===== src/rtl/fnd_pkg.sv =====
`default_nettype none
// +-----------------------------------------------------------------------+
// | Module   : fnd_pkg                                                    |
// | Purpose  : Shared types, constants and BCD helper for the FND path.   |
// | Revision : 1.0 - initial release                                      |
// +-----------------------------------------------------------------------+
package fnd_pkg;

  localparam logic [3:0]  BCD_BLANK = 4'hF;
  localparam logic [3:0]  BCD_DOT   = 4'hE;
  localparam logic [13:0] MAX_VALUE = 14'd9999;

  typedef enum logic [1:0] {
    IDLE   = 2'd0,
    SHIFT  = 2'd1,
    COMMIT = 2'd2
  } conv_state_t;

  // Digit 0 is the ones digit.
  typedef logic [3:0][3:0] bcd4_t;

  function automatic bcd4_t dabble_adjust(input bcd4_t d);
    bcd4_t r;
    r = d;
    for (int i = 0; i < 4; i++) begin
      if (d[i] >= 4'd5) r[i] = d[i] + 4'd3;
    end
    return r;
  endfunction

endpackage
`default_nettype wire


===== src/rtl/bin2bcd_seq.sv =====
`default_nettype none
// +-----------------------------------------------------------------------+
// | Module   : bin2bcd_seq                                                |
// | Purpose  : Handshaked, saturating 14-bit to 4-digit double-dabble.    |
// | Revision : 1.0 - initial release                                      |
// +-----------------------------------------------------------------------+
module bin2bcd_seq
  import fnd_pkg::*;
(
  input  logic        clk,
  input  logic        reset,
  input  logic        in_valid,
  input  logic [13:0] in_value,
  output logic        in_ready,
  output bcd4_t       bcd_out,
  output logic        done
);

  conv_state_t r_state;
  logic [13:0] r_bin;
  bcd4_t       r_bcd;
  bcd4_t       r_out;
  logic [3:0]  r_cnt;
  logic        r_ready;
  logic        r_done;

  bcd4_t       w_adj;
  logic [29:0] w_shift;

  assign w_adj   = dabble_adjust(r_bcd);
  assign w_shift = {w_adj, r_bin} << 1;

  always_ff @(posedge clk or posedge reset) begin
    if (reset) begin
      r_state <= IDLE;
      r_bin   <= '0;
      r_bcd   <= '0;
      r_out   <= '0;
      r_cnt   <= '0;
      r_ready <= 1'b1;
      r_done  <= 1'b0;
    end else begin
      r_done <= 1'b0;
      case (r_state)
        IDLE: begin
          // Ready re-asserts one edge after the done pulse so it lines up with the display update.
          if (r_done) begin
            r_ready <= 1'b1;
          end else if (in_valid && r_ready) begin
            r_bin   <= (in_value > MAX_VALUE) ? MAX_VALUE : in_value;
            r_bcd   <= '0;
            r_cnt   <= 4'd13;
            r_ready <= 1'b0;
            r_state <= SHIFT;
          end
        end
        SHIFT: begin
          r_bcd <= w_shift[29:14];
          r_bin <= w_shift[13:0];
          if (r_cnt == 4'd0) r_state <= COMMIT;
          else               r_cnt   <= r_cnt - 4'd1;
        end
        COMMIT: begin
          r_out   <= r_bcd;
          r_done  <= 1'b1;
          r_state <= IDLE;
        end
        default: r_state <= IDLE;
      endcase
    end
  end

  assign in_ready = r_ready;
  assign bcd_out  = r_out;
  assign done     = r_done;

endmodule
`default_nettype wire


===== src/rtl/fnd_scan_ctrl.sv =====
`default_nettype none
// +-----------------------------------------------------------------------+
// | Module   : fnd_scan_ctrl                                              |
// | Purpose  : Value-to-BCD conversion and 4-digit FND scan multiplexing. |
// |            Define FND_LZ_BLANK_EN to blank leading zero digits.       |
// | Revision : 1.0 - initial release                                      |
// +-----------------------------------------------------------------------+
module fnd_scan_ctrl
  import fnd_pkg::*;
#(
  parameter int CLK_FREQ = 100_000_000,
  parameter int SCAN_HZ  = 1000
) (
  input  logic        clk,
  input  logic        reset,
  input  logic        value_valid,
  input  logic [13:0] value,
  output logic        value_ready,
  output logic [3:0]  fnd_comm,
  output logic [3:0]  bcd_data
);

  localparam int c_div = CLK_FREQ / SCAN_HZ;
  localparam int c_pw  = (c_div > 1) ? $clog2(c_div) : 1;
  localparam logic [c_pw-1:0] c_pre_last = c_pw'(c_div - 1);

  logic [c_pw-1:0] r_pre;
  logic [1:0]      r_sel;
  bcd4_t           r_disp;
  logic [3:0]      r_comm;
  logic [3:0]      r_bcd;

  logic            w_tick;
  logic [1:0]      w_sel_next;
  bcd4_t           w_conv;
  bcd4_t           w_commit;
  logic            w_done;

  bin2bcd_seq u_conv (
    .clk      (clk),
    .reset    (reset),
    .in_valid (value_valid),
    .in_value (value),
    .in_ready (value_ready),
    .bcd_out  (w_conv),
    .done     (w_done)
  );

  assign w_tick     = (r_pre == c_pre_last);
  assign w_sel_next = w_tick ? r_sel + 2'd1 : r_sel;

`ifdef FND_LZ_BLANK_EN
  logic w_lead;
  always_comb begin
    w_commit = w_conv;
    w_lead   = 1'b1;
    // Digit 0 is never blanked so a zero value still shows "0".
    for (int i = 3; i >= 1; i--) begin
      if (w_lead && (w_conv[i] == 4'd0)) w_commit[i] = BCD_BLANK;
      else                               w_lead      = 1'b0;
    end
  end
`else
  always_comb begin
    w_commit = w_conv;
  end
`endif

  always_ff @(posedge clk or posedge reset) begin
    if (reset) begin
      r_pre  <= '0;
      r_sel  <= 2'd0;
      r_disp <= {4{BCD_BLANK}};
      r_comm <= 4'b1110;
      r_bcd  <= BCD_BLANK;
    end else begin
      r_pre  <= w_tick ? '0 : r_pre + 1'b1;
      r_sel  <= w_sel_next;
      if (w_done) r_disp <= w_commit;
      r_comm <= ~(4'b0001 << w_sel_next);
      r_bcd  <= r_disp[w_sel_next];
    end
  end

  assign fnd_comm = r_comm;
  assign bcd_data = r_bcd;

endmodule
`default_nettype wire


===== config.mk =====
export PLATFORM = sky130hd
export DESIGN_NAME = fnd_scan_ctrl
export DESIGN_NICKNAME = d
export VERILOG_FILES = /design/src/rtl/fnd_pkg.sv /design/src/rtl/bin2bcd_seq.sv /design/src/rtl/fnd_scan_ctrl.sv
export SDC_FILE = /design/constraint.sdc
export NUM_CORES = 1
export LEC_CHECK = 0
export ABC_AREA = 1
export CAP_MARGIN = 20
export CORE_MARGIN = 3
export CORE_UTILIZATION = 40
export CTS_CLUSTER_DIAMETER = 30
export DETAILED_ROUTE_END_ITERATION = 12
export MAX_ROUTING_LAYER = met4
export SYNTH_ARGS = -nofsm -noshare
export SYNTH_HDL_FRONTEND = slang
export SYNTH_HIERARCHICAL = 1
export SYNTH_SLANG_ARGS = --single-unit

===== constraint.sdc =====
create_clock -name clk -period 3.5 [get_ports clk]
set_clock_uncertainty 0.05 [all_clocks]
set_input_delay 1.05 -clock clk [delete_from_list [all_inputs] [get_ports clk]]
set_output_delay 1.05 -clock clk [all_outputs]
set_load 0.05 [all_outputs]

## Word-level counts from Yosys, hierarchy flattened

Index checks and enable logic that the tools add are counted.

- Flip-flop bits (word level): 97

- Shift operators: 1
- Eq/ne operators: 7
- Bitwise logic cells: 1
- Reduce and logical (&&, ||, !) cells: 9
- Magnitude comparators: 6
- Mux-type cells: 26
- Add/sub/neg operators: 7

Operators with widths:

| kind | number |
|---|---|
| $mux 14 | 3 |
| $mux 16 | 2 |
| $pmux 16 s2 | 1 |
| $mux 4 | 7 |
| $pmux 14 s2 | 1 |
| $add 17x1->17 const B | 1 |
| $eq 17x17->1 const B | 1 |
| $mux 17 | 1 |
| $ge 4x3->1 const B | 4 |
| $gt 14x14->1 const B | 1 |
| $add 4x2->4 const B | 3 |
| $bmux 4 s2 | 1 |
| $mux 2 | 4 |
| $pmux 4 s2 | 1 |
| $reduce_and 3->1 | 2 |
| $logic_not 4->1 | 1 |
| $ne 2x1->1 const B | 2 |
| $ne 2x2->1 const B | 2 |
| $not 4->4 | 1 |
| $pmux 2 s2 | 1 |
| $reduce_and 4->1 | 1 |
| $reduce_bool 2->1 | 2 |
| $shl 1x2->4 const A | 1 |
| $sub 4x1->4 const B | 1 |
| 10 further kinds | 12 |

## Depth between registers and ports, before layout

- Depth in word-level cells: 5
- Gate-level depth with buffers: 10
- Gate-level depth less buffers: 10

## Modules after synthesis

The synthesis kept the hierarchy.

By module, submodules not included:

| module | cells an instance | seq. area each (sq um) | area an instance (sq um) | times used |
|---|---|---|---|---|
| bin2bcd_seq | 341 | 1,352.5 | 2,665.1 | 1 |
| fnd_scan_ctrl | 222 | 1,104.8 | 2,119.5 | 1 |

## Worst setup path before layout

OpenSTA, ideal clock, no wires.

- Kind: input -> register
- Start point: in value_valid
- End point: reg u_conv.r_bin[4]
- Library setup time: 0.117 ns
- Stages: 8
- Data required time: 3.333 ns
- Setup slack: 1.676 ns
- Arrival time: 1.657 ns
- Path through: nand3_1 -> nand2_1 -> nand2_1 -> buf_4 -> nand2_1 -> nand2_1 -> inv_1 -> nand2_1

- Longest elaborated chain between the ends: 3

RTL lines:

| what | line | text |
|---|---|---|
| start: declaration | fnd_scan_ctrl.sv:16 | `input logic value_valid,` |
| $logic_and 1x1->1 | bin2bcd_seq.sv:49 | `end else if (in_valid && r_ready) begin` |
| $ne 2x1->1 (no line) | - |  |
| $reduce_and 3->1 (no line) | - |  |
| end signal: assignment | bin2bcd_seq.sv:50 | `r_bin <= (in_value > MAX_VALUE) ? MAX_VALUE : in_value;` |
| end signal: assignment | bin2bcd_seq.sv:59 | `r_bin <= w_shift[13:0];` |
| end: declaration | bin2bcd_seq.sv:20 | `logic [13:0] r_bin;` |

Every way passes these cells.
A chain may end at the register's enable or synchronous reset.

## Worst setup path after layout

- Start point: reg u_conv.r_ready, in the netlist u_conv/in_ready
- End point: out value_ready

RTL lines:

| what | line | text |
|---|---|---|
| start: declaration | bin2bcd_seq.sv:24 | `logic r_ready;` |
| start signal: assignment | bin2bcd_seq.sv:40 | `r_ready <= 1'b1;` |
| start signal: assignment | bin2bcd_seq.sv:48 | `r_ready <= 1'b1;` |
| start signal: assignment | bin2bcd_seq.sv:53 | `r_ready <= 1'b0;` |
| end: declaration | fnd_scan_ctrl.sv:18 | `output logic value_ready,` |

No word-level cell between the ends.

==> tab_implementation.tex <==
\begin{tabular}{lr}
\hline
Metric & Value \\
\hline
\multicolumn{2}{l}{\textbf{Status}} \\
\quad Result of the run & complete, no violations \\
\multicolumn{2}{l}{\textbf{Timing}} \\
\quad Unrepaired setup endpoints after global routing & false \\
\quad Final critical-path required period & 2780 ps \\
\quad Final hold viol count & 0 \\
\quad Max\_slew headroom & a little over half \\
\quad Final setup fails & 0 \\
\quad Sum of negative setup slack & 0 ps \\
\quad Final count of pins violating max slew & 0 \\
\quad Final worst setup slack & 722 ps \\
\quad Final Cycle Share & 79.4\% \\
\quad Fmax & 360 MHz \\
\quad Worst Tran Pin Value & 677 ps \\
\multicolumn{2}{l}{\textbf{Clocking}} \\
\quad Level count of the clock H-tree & 3 \\
\quad Maximum buffer depth of the clock tree & 2 \\
\quad CTS Buf Count & 9 \\
\quad Clock sink count & a little under 100 \\
\quad TritonCTS clock tree & done \\
\quad Clock transition at the registers of the reported paths & 60 ps \\
\quad Total setup buffers inserted after CTS & 0 \\
\quad Worst skew pair latency & 340 ps \\
\quad Cts-stage hold buffer count & 0 \\
\quad Number of resized instances in the post-cts repair step & 0 \\
\quad Clock tree root driver cell & sky130\_fd\_sc\_hd\_\_clkbuf\_16 \\
\multicolumn{2}{l}{\textbf{Power}} \\
\quad Leakage Power & 2.67 nW \\
\quad Clk network pwr share & 24.4\% \\
\quad Maximum VDD drop & 0.000289 V \\
\quad Combinational share of power & 31.5\% \\
\quad Total power density per cell area & between 700 and 800 nW/um\^{}2 \\
\quad Internal power of the cells & about 2.7 mW \\
\quad Switching power total & 1.46 mW \\
\quad Switching Fraction & between 30\% and 40\% \\
\quad Fraction of power consumed by sequential logic & roughly 44\% \\
\multicolumn{2}{l}{\textbf{Synth}} \\
\quad Commonest register cell after synthesis & sky130\_fd\_sc\_hd\_\_dfrtp\_1 \\
\quad Post-synth ARST share & 100\% \\
\quad Proportion of synthesized chip area in sequential cells & 51.4\% \\
\quad Post-synth design cell area & roughly 4800 um\^{}2 \\
\quad Number of instances in the synthesized netlist & $\sim$560 \\
\quad Fraction of synthesized cell area taken by the top area cell type & a little under two fifths \\
\quad Post-synth EDFFs & 0 \\
\quad Register bit count reported by yosys & 97 \\
\quad Library cell with the largest summed area after synthesis & sky130\_fd\_sc\_hd\_\_dfrtp\_1 \\
\quad Synth top area cells & sky130\_fd\_sc\_hd\_\_dfrtp\_1 (38\%), sky130\_fd\_sc\_hd\_\_nand2\_1 (13\%), sky130\_fd\_sc\_hd\_\_dfstp\_2 (13\%) \\
\quad Leading cell type by number of instances after synthesis & sky130\_fd\_sc\_hd\_\_nand2\_1 \\
\quad Synth Warn \# & 6 \\
\quad Synthesized netlist net count & 590 \\
\quad Top post-synthesis cells by count & sky130\_fd\_sc\_hd\_\_nand2\_1 (172), sky130\_fd\_sc\_hd\_\_dfrtp\_1 (73), sky130\_fd\_sc\_hd\_\_inv\_1 (62), sky130\_fd\_sc\_hd\_\_nand3\_1 (41), sky130\_fd\_sc\_hd\_\_nor2\_1 (41) \\
\quad Mean cell area of the mapped netlist & 8.50 um\^{}2 \\
\quad Distinct cells, synth & 35 \\
\multicolumn{2}{l}{\textbf{Placement}} \\
\quad Final RePlAce weighted congestion & 0.858 \\
\quad Post-detailed-placement half-perimeter wirelength & 6.43 mm \\
\quad Port buffer count & 25 \\
\quad Post-Place Worst Slack & roughly 730 ps \\
\multicolumn{2}{l}{\textbf{Route}} \\
\quad DRC violation total after the first TritonRoute iteration & roughly 240 \\
\quad Routed vias/inst & slightly below 5 \\
\quad Vias & 3611 \\
\quad Detailed Route WL & 9.03 mm \\
\quad Post-DRT Antenna Nets & 0 \\
\quad TritonRoute pass-1 iters & 4 \\
\quad Wirelength per Cell & around 12 um \\
\quad Remaining routing DRC violations & 0 \\
\multicolumn{2}{l}{\textbf{Worst setup path}} \\
\quad CP required & 2400 ps \\
\quad Type of the worst setup path & reg2out \\
\quad Crit path max-delay family & buffers and inverters \\
\quad Buffering stage count on the worst path with inverters included & 1 \\
\quad Arrival time reported for the critical path endpoint & 1680 ps \\
\quad Maximum fanout encountered on the critical timing path & 3 \\
\quad Endpoint kind of the worst setup timing path & output port \\
\quad Cell chain of the critical path & clkdlybuf4s50\_1 \\
\quad Biggest cell delay along the critical path & 800 ps \\
\quad Slowest-stage cell, CP & sky130\_fd\_sc\_hd\_\_clkdlybuf4s50\_1 \\
\quad Startpoint type of the worst setup path & flop \\
\multicolumn{2}{l}{\textbf{Die}} \\
\quad Number of I/O pins & 26 \\
\quad Die Span X & about 120 um \\
\quad Die outline area & 13300 um\^{}2 \\
\quad Floorplan core area & $\sim$12000 um\^{}2 \\
\quad Initial Util & 41.4\% \\
\quad Placement row count & 39 \\
\quad Die height & 115 um \\
\multicolumn{2}{l}{\textbf{Global routing}} \\
\quad GR Layer Usage met1 & 18.1\% \\
\quad First-pass GRT wire length & 15.5 mm \\
\quad Vias in the first global route & 3483 \\
\quad Pin count of the biggest net entering global routing & 44 \\
\quad All-Layer GR Usage & between 10\% and 20\% \\
\quad Aggregate global routing overflow & 0 \\
\quad Global Route met3 Usage & 2.63\% \\
\quad Met2 routing resource usage after global routing & around a quarter \\
\quad Global route hottest layer & met2 \\
\quad Initial antenna violation count & 0 \\
\multicolumn{2}{l}{\textbf{Cells and area}} \\
\quad Number of antenna cells inserted & 0 \\
\quad Fraction of layout instances using a drive strength above 1 & 15.4\% \\
\quad Number of fill cells in the layout & 1115 \\
\quad Synth-to-layout area growth & 14.6\% \\
\quad \# nets final & 618 \\
\multicolumn{2}{l}{\textbf{Flow run}} \\
\quad Max cap viols & 0 \\
\multicolumn{2}{l}{\textbf{Min path}} \\
\quad Hold/Removal Path Class & reg2reg \\
\hline
\end{tabular}
flip-flops by register name, summed over array words and instances (netlist names):
register         cells
u_conv/r_bin        14
u_conv/r_cnt         4
r_sel                2
u_conv/done          1
bcd_data             4
u_conv/r_bcd        16
r_disp              16
r_pre               17
fnd_comm             4
u_conv/bcd_out      16
u_conv/r_state       2
u_conv/in_ready      1
per-stage QoR:
| step | cell area [um^2] | std cells | util [%] | hold slack [ps] | power, mW |
|---|---|---|---|---|---|
| final | 5480 | 739 | 47.4 | 435 | 4.15 |
| after global routing | 5480 | 739 | 47.4 | 449 | 4.47 |
| after CTS | 5480 | 739 | 47.4 | 437 | 4.19 |
| after detailed placement | 5170 | 723 | 44.7 | 419 | 3.16 |
| after global placement | 5170 | 723 | 44.7 | 417 | 3.12 |
| after floorplan | 4780 | 563 | - | 399 | 2.84 |
cells by family after synthesis:
group	Yosys count	share of synthesized area, %
simple gates	281	25.7
flops	97	51.4
buf+inv	85	7.27
compound gates	65	7.24
mux	16	3.77
fa+ha+maj	10	2.62
xor+xnor	9	2.04
worst reg2reg max path, delay by kind of cell, from the launching register on:
| kind | cells | cell delay, ps |
|---|---|---|
| AO/OA/AOI/OAI | 1 | 80 |
| buffers and inverters | 2 | 370 |
| flip-flops | 1 | 780 |
| AND/OR/NAND/NOR | 4 | 750 |
routing by layer:
metal / vias up / wire length (um)
met5: - / 0
met2: 61 / 4280
met4: 0 / 189
met3: 15 / 272
met1: 1699 / 4280
li1: 1836 / -
power by group through the flow:
stage / registers, mW / logic [mW] / clock network (mW)
5_1_grt: 1.88 / 1.51 / 1.09
4_1_cts: 1.83 / 1.33 / 1.04
6_report: 1.83 / 1.31 / 1.01
2_1_floorplan: 1.86 / 0.984 / 0
3_5_place_dp: 1.85 / 1.32 / 0
3_3_place_gp: 1.84 / 1.28 / 0
layout by cell type (no fill, tap or decap), types with 4 or more instances in the layout:
cell type / count
sky130_fd_sc_hd__nand2_1: 172
sky130_fd_sc_hd__dfrtp_1: 73
sky130_fd_sc_hd__inv_1: 61
sky130_fd_sc_hd__nor2_1: 41
sky130_fd_sc_hd__nand3_1: 41
sky130_fd_sc_hd__clkdlybuf4s50_1: 25
sky130_fd_sc_hd__o21ai_1: 24
sky130_fd_sc_hd__dfstp_2: 24
sky130_fd_sc_hd__o21ai_0: 23
sky130_fd_sc_hd__mux2_2: 16
sky130_fd_sc_hd__inv_2: 11
sky130_fd_sc_hd__ha_1: 10
sky130_fd_sc_hd__clkbuf_16: 10
sky130_fd_sc_hd__xor2_1: 8
sky130_fd_sc_hd__a21oi_1: 8
sky130_fd_sc_hd__nor2_2: 7
sky130_fd_sc_hd__buf_4: 5
sky130_fd_sc_hd__o22ai_1: 5
sky130_fd_sc_hd__nor2_4: 4
worst paths after layout:
kind	cells past startpoint	start	end	slack [ps]
max	1	u_conv/in_ready	value_ready	720
min	2	u_conv/r_bcd[5]	u_conv/r_bcd[5]	430
max reg2reg	7	u_conv/done	u_conv/r_bin[11]	1350
min reg2reg	2	u_conv/r_bcd[5]	u_conv/r_bcd[5]	430
max in group asynchronous	3	reset	u_conv/bcd_out[7]	1680
min in group asynchronous	2	reset	u_conv/r_cnt[1]	1090
cell type report:
cell class	count	area (um^2)	share of cell area, %
Clock buffer	12	258	4.70
Clock inverter	4	50.0	0.913
Inverter	72	270	4.93
Multi-Input combinational cell	381	1980	36.1
Sequential cell	97	2460	44.8
Tap cell	143	179	3.26
Timing Repair Buffer	30	288	5.25
Note: power is estimated with default switching activity, not from simulation.
